===== config.mk =====
export PLATFORM = sky130hd
export DESIGN_NAME = rv32i_mem_arbiter
export DESIGN_NICKNAME = d
export VERILOG_FILES = /design/src/rtl/rv32i_mem_arbiter.sv
export SDC_FILE = /design/constraint.sdc
export NUM_CORES = 1
export LEC_CHECK = 0
export ABC_CLOCK_PERIOD_IN_PS = 1700
export BUFFER_PORTS_ARGS = -buffer_cell sky130_fd_sc_hd__buf_2
export CAP_MARGIN = 5
export CORE_MARGIN = 10
export CORE_UTILIZATION = 46
export DETAILED_ROUTE_END_ITERATION = 10
export PLACE_DENSITY = 0.76
export SYNTH_ARGS = -nofsm -noshare
export SYNTH_HDL_FRONTEND = slang
export SYNTH_SLANG_ARGS = --single-unit

===== constraint.sdc =====
create_clock -name i_clk -period 1.7 [get_ports i_clk]
set_input_delay 0 -clock i_clk [delete_from_list [all_inputs] [get_ports i_clk]]
set_output_delay 0 -clock i_clk [all_outputs]
set_load 0.005 [all_outputs]

===== src/rtl/rv32i_mem_arbiter.sv =====
// Arbitrates the fetch and load/store ports onto one memory port, with an ack timeout.
// Define MEM_ARB_FAIRNESS_EN to make contention alternate between the sides instead of favouring the data side.
module rv32i_mem_arbiter #(
  parameter int TIMEOUT_CYCLES = 64
) (
  input  logic        i_clk,
  input  logic        i_rst,
  input  logic        i_if_req,
  input  logic [31:0] i_if_addr,
  output logic [31:0] o_if_rdata,
  output logic        o_if_ready,
  input  logic        i_dm_req,
  input  logic        i_dm_we,
  input  logic [31:0] i_dm_addr,
  input  logic [31:0] i_dm_wdata,
  input  logic [3:0]  i_dm_wstrb,
  output logic [31:0] o_dm_rdata,
  output logic        o_dm_ready,
  output logic        o_mem_req,
  output logic        o_mem_we,
  output logic [31:0] o_mem_addr,
  output logic [31:0] o_mem_wdata,
  output logic [3:0]  o_mem_wstrb,
  input  logic [31:0] i_mem_rdata,
  input  logic        i_mem_ack,
  output logic        o_busy,
  output logic        o_grant_dm,
  output logic        o_bus_err
);

  // state | meaning
  // IDLE  | no transfer; requests sampled and winner latched onto the memory port
  // BUSY  | o_mem_req high, waiting for ack or timeout
  // RESP  | one-cycle ready pulse to the owner; requests ignored
  typedef enum logic [1:0] {IDLE, BUSY, RESP} state_t;

  localparam int CNT_W = (TIMEOUT_CYCLES > 2) ? $clog2(TIMEOUT_CYCLES) : 1;
  localparam logic [CNT_W-1:0] CNT_LAST = CNT_W'(TIMEOUT_CYCLES - 1);

  state_t           state_q, state_d;
  logic             mem_req_q, mem_req_d;
  logic             mem_we_q, mem_we_d;
  logic [31:0]      mem_addr_q, mem_addr_d;
  logic [31:0]      mem_wdata_q, mem_wdata_d;
  logic [3:0]       mem_wstrb_q, mem_wstrb_d;
  logic             grant_dm_q, grant_dm_d;
  logic [31:0]      if_rdata_q, if_rdata_d;
  logic [31:0]      dm_rdata_q, dm_rdata_d;
  logic             if_ready_q, if_ready_d;
  logic             dm_ready_q, dm_ready_d;
  logic             bus_err_q, bus_err_d;
  logic [CNT_W-1:0] cnt_q, cnt_d;
  logic             dm_wins;

`ifdef MEM_ARB_FAIRNESS_EN
  logic             last_dm_q, last_dm_d;
`endif

  always_comb begin
    state_d     = state_q;
    mem_req_d   = mem_req_q;
    mem_we_d    = mem_we_q;
    mem_addr_d  = mem_addr_q;
    mem_wdata_d = mem_wdata_q;
    mem_wstrb_d = mem_wstrb_q;
    grant_dm_d  = grant_dm_q;
    if_rdata_d  = if_rdata_q;
    dm_rdata_d  = dm_rdata_q;
    if_ready_d  = 1'b0;
    dm_ready_d  = 1'b0;
    bus_err_d   = 1'b0;
    cnt_d       = cnt_q;
`ifdef MEM_ARB_FAIRNESS_EN
    last_dm_d   = last_dm_q;
    dm_wins     = i_dm_req && (!i_if_req || !last_dm_q);
`else
    dm_wins     = i_dm_req;
`endif

    case (state_q)
      IDLE: begin
        grant_dm_d = 1'b0;
        if (i_if_req || i_dm_req) begin
          state_d    = BUSY;
          mem_req_d  = 1'b1;
          grant_dm_d = dm_wins;
          cnt_d      = '0;
`ifdef MEM_ARB_FAIRNESS_EN
          last_dm_d  = dm_wins;
`endif
          if (dm_wins) begin
            mem_we_d    = i_dm_we;
            mem_addr_d  = i_dm_addr;
            mem_wdata_d = i_dm_wdata;
            mem_wstrb_d = i_dm_wstrb;
          end else begin
            mem_we_d    = 1'b0;
            mem_addr_d  = i_if_addr;
            mem_wdata_d = '0;
            mem_wstrb_d = 4'b0000;
          end
        end
      end

      BUSY: begin
        // ack wins over a timeout landing on the same edge
        if (i_mem_ack) begin
          state_d   = RESP;
          mem_req_d = 1'b0;
          if (grant_dm_q) begin
            dm_rdata_d = mem_we_q ? 32'h0 : i_mem_rdata;
            dm_ready_d = 1'b1;
          end else begin
            if_rdata_d = i_mem_rdata;
            if_ready_d = 1'b1;
          end
        end else if (cnt_q == CNT_LAST) begin
          state_d   = RESP;
          mem_req_d = 1'b0;
          bus_err_d = 1'b1;
          if (grant_dm_q) begin
            dm_rdata_d = 32'h0;
            dm_ready_d = 1'b1;
          end else begin
            if_rdata_d = 32'h0;
            if_ready_d = 1'b1;
          end
        end else begin
          cnt_d = cnt_q + CNT_W'(1);
        end
      end

      RESP: begin
        state_d    = IDLE;
        grant_dm_d = 1'b0;
      end

      default: begin
        state_d    = IDLE;
        mem_req_d  = 1'b0;
        grant_dm_d = 1'b0;
      end
    endcase
  end

  always_ff @(posedge i_clk) begin
    if (i_rst) begin
      state_q     <= IDLE;
      mem_req_q   <= 1'b0;
      mem_we_q    <= 1'b0;
      mem_addr_q  <= '0;
      mem_wdata_q <= '0;
      mem_wstrb_q <= '0;
      grant_dm_q  <= 1'b0;
      if_rdata_q  <= '0;
      dm_rdata_q  <= '0;
      if_ready_q  <= 1'b0;
      dm_ready_q  <= 1'b0;
      bus_err_q   <= 1'b0;
      cnt_q       <= '0;
    end else begin
      state_q     <= state_d;
      mem_req_q   <= mem_req_d;
      mem_we_q    <= mem_we_d;
      mem_addr_q  <= mem_addr_d;
      mem_wdata_q <= mem_wdata_d;
      mem_wstrb_q <= mem_wstrb_d;
      grant_dm_q  <= grant_dm_d;
      if_rdata_q  <= if_rdata_d;
      dm_rdata_q  <= dm_rdata_d;
      if_ready_q  <= if_ready_d;
      dm_ready_q  <= dm_ready_d;
      bus_err_q   <= bus_err_d;
      cnt_q       <= cnt_d;
    end
  end

`ifdef MEM_ARB_FAIRNESS_EN
  always_ff @(posedge i_clk) begin
    if (i_rst) last_dm_q <= 1'b0;
    else       last_dm_q <= last_dm_d;
  end
`endif

  assign o_if_rdata  = if_rdata_q;
  assign o_if_ready  = if_ready_q;
  assign o_dm_rdata  = dm_rdata_q;
  assign o_dm_ready  = dm_ready_q;
  assign o_mem_req   = mem_req_q;
  assign o_mem_we    = mem_we_q;
  assign o_mem_addr  = mem_addr_q;
  assign o_mem_wdata = mem_wdata_q;
  assign o_mem_wstrb = mem_wstrb_q;
  assign o_busy      = (state_q != IDLE);
  assign o_grant_dm  = grant_dm_q;
  assign o_bus_err   = bus_err_q;

endmodule


---- After elaboration in Yosys (flattened, before gate mapping) ----
Index checks and enable logic that the tools add are counted.
storage, ports and cells
  logic and storage cells ................. 71
  bits in registers ....................... 146
operators by class
  reduce and logical (&&, ||, !) cells .... 13
  $add $sub $neg .......................... 1
  equal/unequal tests ..................... 7
  mux-type cells .......................... 34
  bitwise logic cells ..................... 3
operators by type and width
  kind                 count
  $mux 32              11
  $mux 6               3
  $mux 1               12
  $pmux 6 s2           1
  $reduce_and 3->1     3
  $add 6x1->6 const B  1
  $eq 6x6->1 const B   1
  $mux 2               3
  $ne 2x2->1 const B   3
  $reduce_bool 2->1    3
  $mux 4               1
  $pmux 2 s2           1
  $reduce_and 2->1     2
  $reduce_and 4->1     1
  $ne 3x3->1 const B   1
  $not 1->1            3
  $pmux 1 s3           1
  $reduce_or 3->1      1
  $eq 2x1->1 const B   1
  $eq 2x2->1 const B   1
  $logic_not 2->1      1
  $pmux 1 s2           1
  $reduce_or 2->1      1
  $logic_or 1x1->1     1

---- Logic depth before layout (Yosys ltp) ----
  depth in word-level cells ............... 4
  gate-level depth with buffers ........... 7
  depth with buffers taken out ............ 5

---- Least setup slack after synthesis ----
Ideal clock, no wire load.
  kind .................................... register -> register
  start ................................... reg cnt_q[0]
  end ..................................... reg dm_rdata_q[11], in the netlist o_dm_rdata[11]
  setup slack ............................. 154 ps
  cell stages (with the launch flop) ...... 8
  period minus slack after synthesis ...... 1,546 ps
  library setup time ...................... 128 ps
  data arrival time ....................... 1,418 ps
  cells stage by stage .................... dfxtp_1 > ha_1 > and4b_1 > a32o_1 > buf_4 > buf_6 > mux2i_1 > nor2_1
between the ends
  cells in the longest elaborated chain, start to end .. 3
RTL lines
  element                             RTL line  text
  from (decl)                         52        logic [CNT_W-1:0] cnt_q, cnt_d;
  from (signal assigned)              174       cnt_q <= cnt_d;
  $eq 6x6->1                          117       end else if (cnt_q == CNT_LAST) begin
  $reduce_bool 2->1 (no source line)  -
  $reduce_and 3->1 (no source line)   -
  to (signal assigned)                170       dm_rdata_q <= dm_rdata_d;
  to (decl)                           48        logic [31:0] dm_rdata_q, dm_rdata_d;
No other way between the ends.
A chain may end at the register's enable or synchronous reset.

---- Worst setup path in the final report ----
  start ................................... reg cnt_q[0]
  end ..................................... reg dm_rdata_q[20], in the netlist o_dm_rdata[20]
The elaborated chain is that of the path after synthesis.

==> impl_summary.log <==
INFO  metric rsz0062_at_grt = true
INFO  metric synth_seq_area_share = roughly half
INFO  metric gr-total-overflow = 0
INFO  metric avgViaCountPerCell = a little over 5
INFO  metric clk_pin_slew = around 0.060 ns
INFO  metric critical_path_required = approximately 2.0 ns
INFO  metric p_per_area = a little over 900 nW/µm²
INFO  metric synth_area = ~6000 µm²
INFO  metric setup_viol = 0
INFO  metric post_route_cells_drive_above_1_share = between 30 and 40%
INFO  metric yosysWarnings = 0
INFO  metric ant_nets = 0
INFO  metric crit_arrival = just under 2 ns
INFO  metric final_min_period_over_clock_period = 99.0%
INFO  metric syn-mean-instance-area = a little over 10 µm²
INFO  metric critical_path.startpoint_type = register
INFO  metric dp_cells = between 900 and 1000
INFO  metric hold_startpoint = i_if_req
INFO  metric share_seq_of_total_power = 42.5%
INFO  metric clock_latency = ~0.42 ns
INFO  metric die-width = 133 µm
INFO  metric setup_tns = 0 ns
INFO  metric cp-end-kind = register
INFO  metric drt_pass1_iterations = 4
INFO  metric top_level_ports = ~280
INFO  metric fin_ws = approximately 0.017 ns
INFO  metric post_synth_inst_count = between 500 and 600
INFO  metric synth.distinct_cells = 40
INFO  metric detail_route.wirelength.met1 = about 8400 µm
INFO  metric tritoncts_clock_tree = yes
INFO  metric gp_congestion = about 0.85
INFO  metric dr.max_layer_used = met4
INFO  metric numClockSinks = 146
INFO  metric worstReg2RegStart = cnt_q[0]
INFO  metric layout.cells.non_filler = approximately 1200
INFO  metric wl_met3 = between 1500 and 2000 µm
INFO  metric slowest_stage = dfxtp_2
INFO  metric detail_route.wl_per_cell = around 18 µm
INFO  metric area_overhead_of_the_layout_relative_to_synthesis = 61.3%
INFO  metric dp_worst_setup_slack = roughly 0.087 ns
INFO  metric critical_path.max_stage_delay = 0.34 ns
INFO  metric sw_frac_of_total = 24.7%
INFO  metric route.detailed.drc = 0
INFO  metric grt_max_degree = 39
INFO  metric crit_path_class = reg2reg
INFO  metric critPathMostFrequentCell = buf_12
INFO  metric timing.fmax = around 590 MHz
INFO  metric numCtsBuffers = 17
INFO  metric wire_length_of_the_first_global_routing_pass = ~34000 µm
INFO  metric route.final.wire_length = roughly 22000 µm
INFO  metric routed-wl-met2 = ~11000 µm
INFO  metric number_of_synthesized_register_bits = between 100 and 150
INFO  metric maxSlewHeadroom = 73.7%
INFO  metric worstPathCellList = ha_4 > and4b_2 > a32o_2 > buf_12 > buf_12 > mux2i_1 > nor2_1
INFO  metric dieHeight = around 130 µm
INFO  metric worst-path-max-fanout = 6
INFO  metric min_path_type = in2reg
INFO  metric combPwrFrac = between 10% and 20%
INFO  metric initial_utilization = between 40 and 50%
INFO  metric status = completed
INFO  metric final.fill_count = 808
INFO  metric vias_in_the_first_global_route = 6325
INFO  metric design.die.area = 17700 µm²
INFO  metric dp.final_hpwl = roughly 13000 µm
INFO  metric cp-startpoint = cnt_q[0]
INFO  metric standard_cell_core_area = 12600 µm²
INFO  metric final_hold_viol_count = 0
INFO  metric std_cell_rows = between 40 and 50
INFO  metric worst_clock_skew = roughly 0.0061 ns
INFO  metric period_minus_slack = between 1.5 and 2 ns
INFO  metric port_buffers = 276
INFO  metric power.ir.vdd_worst = 745 µV
INFO  metric drt_first_iter_violations = roughly 320
INFO  metric clock_path_buffers = 2
INFO  metric leakage = ~4.3 nW
INFO  metric grt_antenna_before_repair = 4
INFO  metric worst_pin_slew = just under 0.4 ns
INFO  metric maxSlewViolCount = 0
INFO  metric grt_usage = a little under a quarter
INFO  metric intPower = about 6.6 mW
INFO  metric net-switching-power = about 2.2 mW
INFO  metric fin_nets = roughly 1100
INFO  metric ctsRootBufferMaster = clkbuf_16
INFO  metric htreeDepth = 4
INFO  metric share_clk_of_total_power = between 40 and 50%
INFO  metric route.vias.total = about 6100
INFO  metric synth_nets = 719
INFO  metric drv_cap = 0
-- worst paths after layout --
path | cells past startpoint | slack, ns | endpoint
min | 5 | 0.08 | cnt_q[2]
max reg2reg | 7 | 0.02 | o_dm_rdata[20]
min reg2reg | 2 | 0.45 | o_if_rdata[8]
max | 7 | 0.02 | o_dm_rdata[20]
-- metrics by stage --
| step | total power, mW | hold slack (ns) | util (%) | cell area, µm² |
|---|---|---|---|---|
| floorplan | 4.46 | 0.125 | - | 5870 |
| global placement | 4.97 | 0.209 | 59.1 | 7430 |
| detailed placement | 4.98 | 0.211 | 59.1 | 7430 |
| CTS | 8.78 | 0.0588 | 74.3 | 9340 |
| global route | 9.15 | 0.0934 | 75.3 | 9470 |
| finish | 8.77 | 0.0797 | 75.3 | 9470 |
-- metal layers --
| layer | vias up | track usage (%) |
|---|---|---|
| met5 | - | 0 |
| met4 | 0 | 13.5 |
| met3 | 64 | 7.00 |
| met2 | 307 | 38.9 |
| met1 | 2810 | 25.7 |
| li1 | 2881 | - |
-- logic make-up (layout without fill, tap and decap cells) --
group | count (synthesis) | count (layout) | synth area share [%]
muxes | 64 | 64 | 10.9
buffers and inverters | 55 | 471 | 5.01
and+or+nand+nor | 194 | 194 | 16.3
other | 0 | 4 | 0
adders and majority gates | 1 | 1 | 0.213
DFF | 146 | 146 | 49.8
AOI/OAI and AO/OA | 120 | 120 | 17.7
-- repair_timing --
item,CTS,global route
setup buffers,0,1
setup endpoints to repair,0,49
endpoints found under the hold margin,137,0
hold buffers,135,0
resized for setup,0,9
-- sequential cells by signal (all words and copies together) (netlist names) --
name and flops:
cnt_q 6, o_bus_err 1, o_dm_rdata 32, o_dm_ready 1, o_grant_dm 1, o_if_rdata 32, o_if_ready 1, o_mem_addr 32
o_mem_req 1, o_mem_wdata 32, o_mem_we 1, o_mem_wstrb 4, state_q 2
-- Yosys cell counts --
library cell / count / share of area [%]
a32o_1: 2 / 0.34
a21oi_1: 34 / 2.9
or2_4: 1 / 0.15
nand2_1: 37 / 2.4
a221oi_2: 1 / 0.26
nand4_1: 31 / 3.3
a41oi_1: 1 / 0.15
buf_1: 1 / 0.064
and2_1: 35 / 3.7
dfxtp_1: 146 / 50
buf_6: 8 / 1.5
nand2b_1: 2 / 0.21
buf_2: 13 / 1.1
nor3b_1: 1 / 0.13
nor4_1: 1 / 0.11
nor3b_2: 1 / 0.21
mux2i_1: 64 / 11
o21ba_2: 1 / 0.17
nor2_1: 70 / 4.5
a31oi_1: 1 / 0.11
o21ai_2: 1 / 0.15
ha_1: 1 / 0.21
nand3_1: 4 / 0.34
and4b_1: 2 / 0.34
o21ai_0: 1 / 0.085
clkbuf_1: 28 / 1.8
o2bb2a_1: 1 / 0.17
nor3_1: 3 / 0.26
a211oi_1: 5 / 0.64
a211oi_2: 30 / 6.4
nor2b_1: 4 / 0.43
a31o_2: 1 / 0.15
and4_1: 1 / 0.15
a21oi_2: 1 / 0.15
a21o_1: 1 / 0.13
a22o_1: 38 / 5.7
inv_1: 2 / 0.13
or3_1: 1 / 0.11
buf_4: 3 / 0.38
a32oi_2: 1 / 0.28
-- power groups by stage --
stage	clock, mW	combinational, mW	sequential, mW
floorplan	0	0.651	3.81
global placement	0	1.18	3.78
detailed placement	0	1.19	3.79
CTS	3.60	1.47	3.72
global route	3.74	1.66	3.75
finish	3.51	1.53	3.73
-- critical path: cells and delay by family (launching register included) --
family	cells	cell delay, ns
flops	1	0.34
mux	1	0.17
compound gates	1	0.26
buf+inv	2	0.28
fa+ha+maj	1	0.17
simple gates	2	0.34
-- final cells by class --
type	instances	area, µm²	share of cell area [%]
clock buffer	26	509	5.38
clock inverter	5	50.0	0.529
inverter	2	7.51	0.0793
timing repair buffer	438	3060	32.3
tap	172	215	2.27
sequential	146	2930	30.9
multi-input combinational	379	2690	28.4
antenna	4	10.0	0.106
-- cells in the final DEF, fill, tap and decap left out, types with 2 or more instances in the layout --
master and n:
nand4_1 31, nand2_1 37, buf_12 6, dfxtp_1 144, clkbuf_8 5, and2_1 34, clkbuf_1 4, nand2b_1 2
clkbuf_16 19, nor2b_1 3, nor2_1 70, nor3_1 3, a22o_1 38, dfxtp_2 2, a211oi_2 30, nor3b_2 2
a21oi_1 34, buf_4 18, diode_2 4, a211oi_1 5, mux2i_1 64, clkinv_2 4, dlygate4sd3_1 135, inv_1 2
nand3_1 4, buf_2 275
Power figures use the tool's default switching activity.
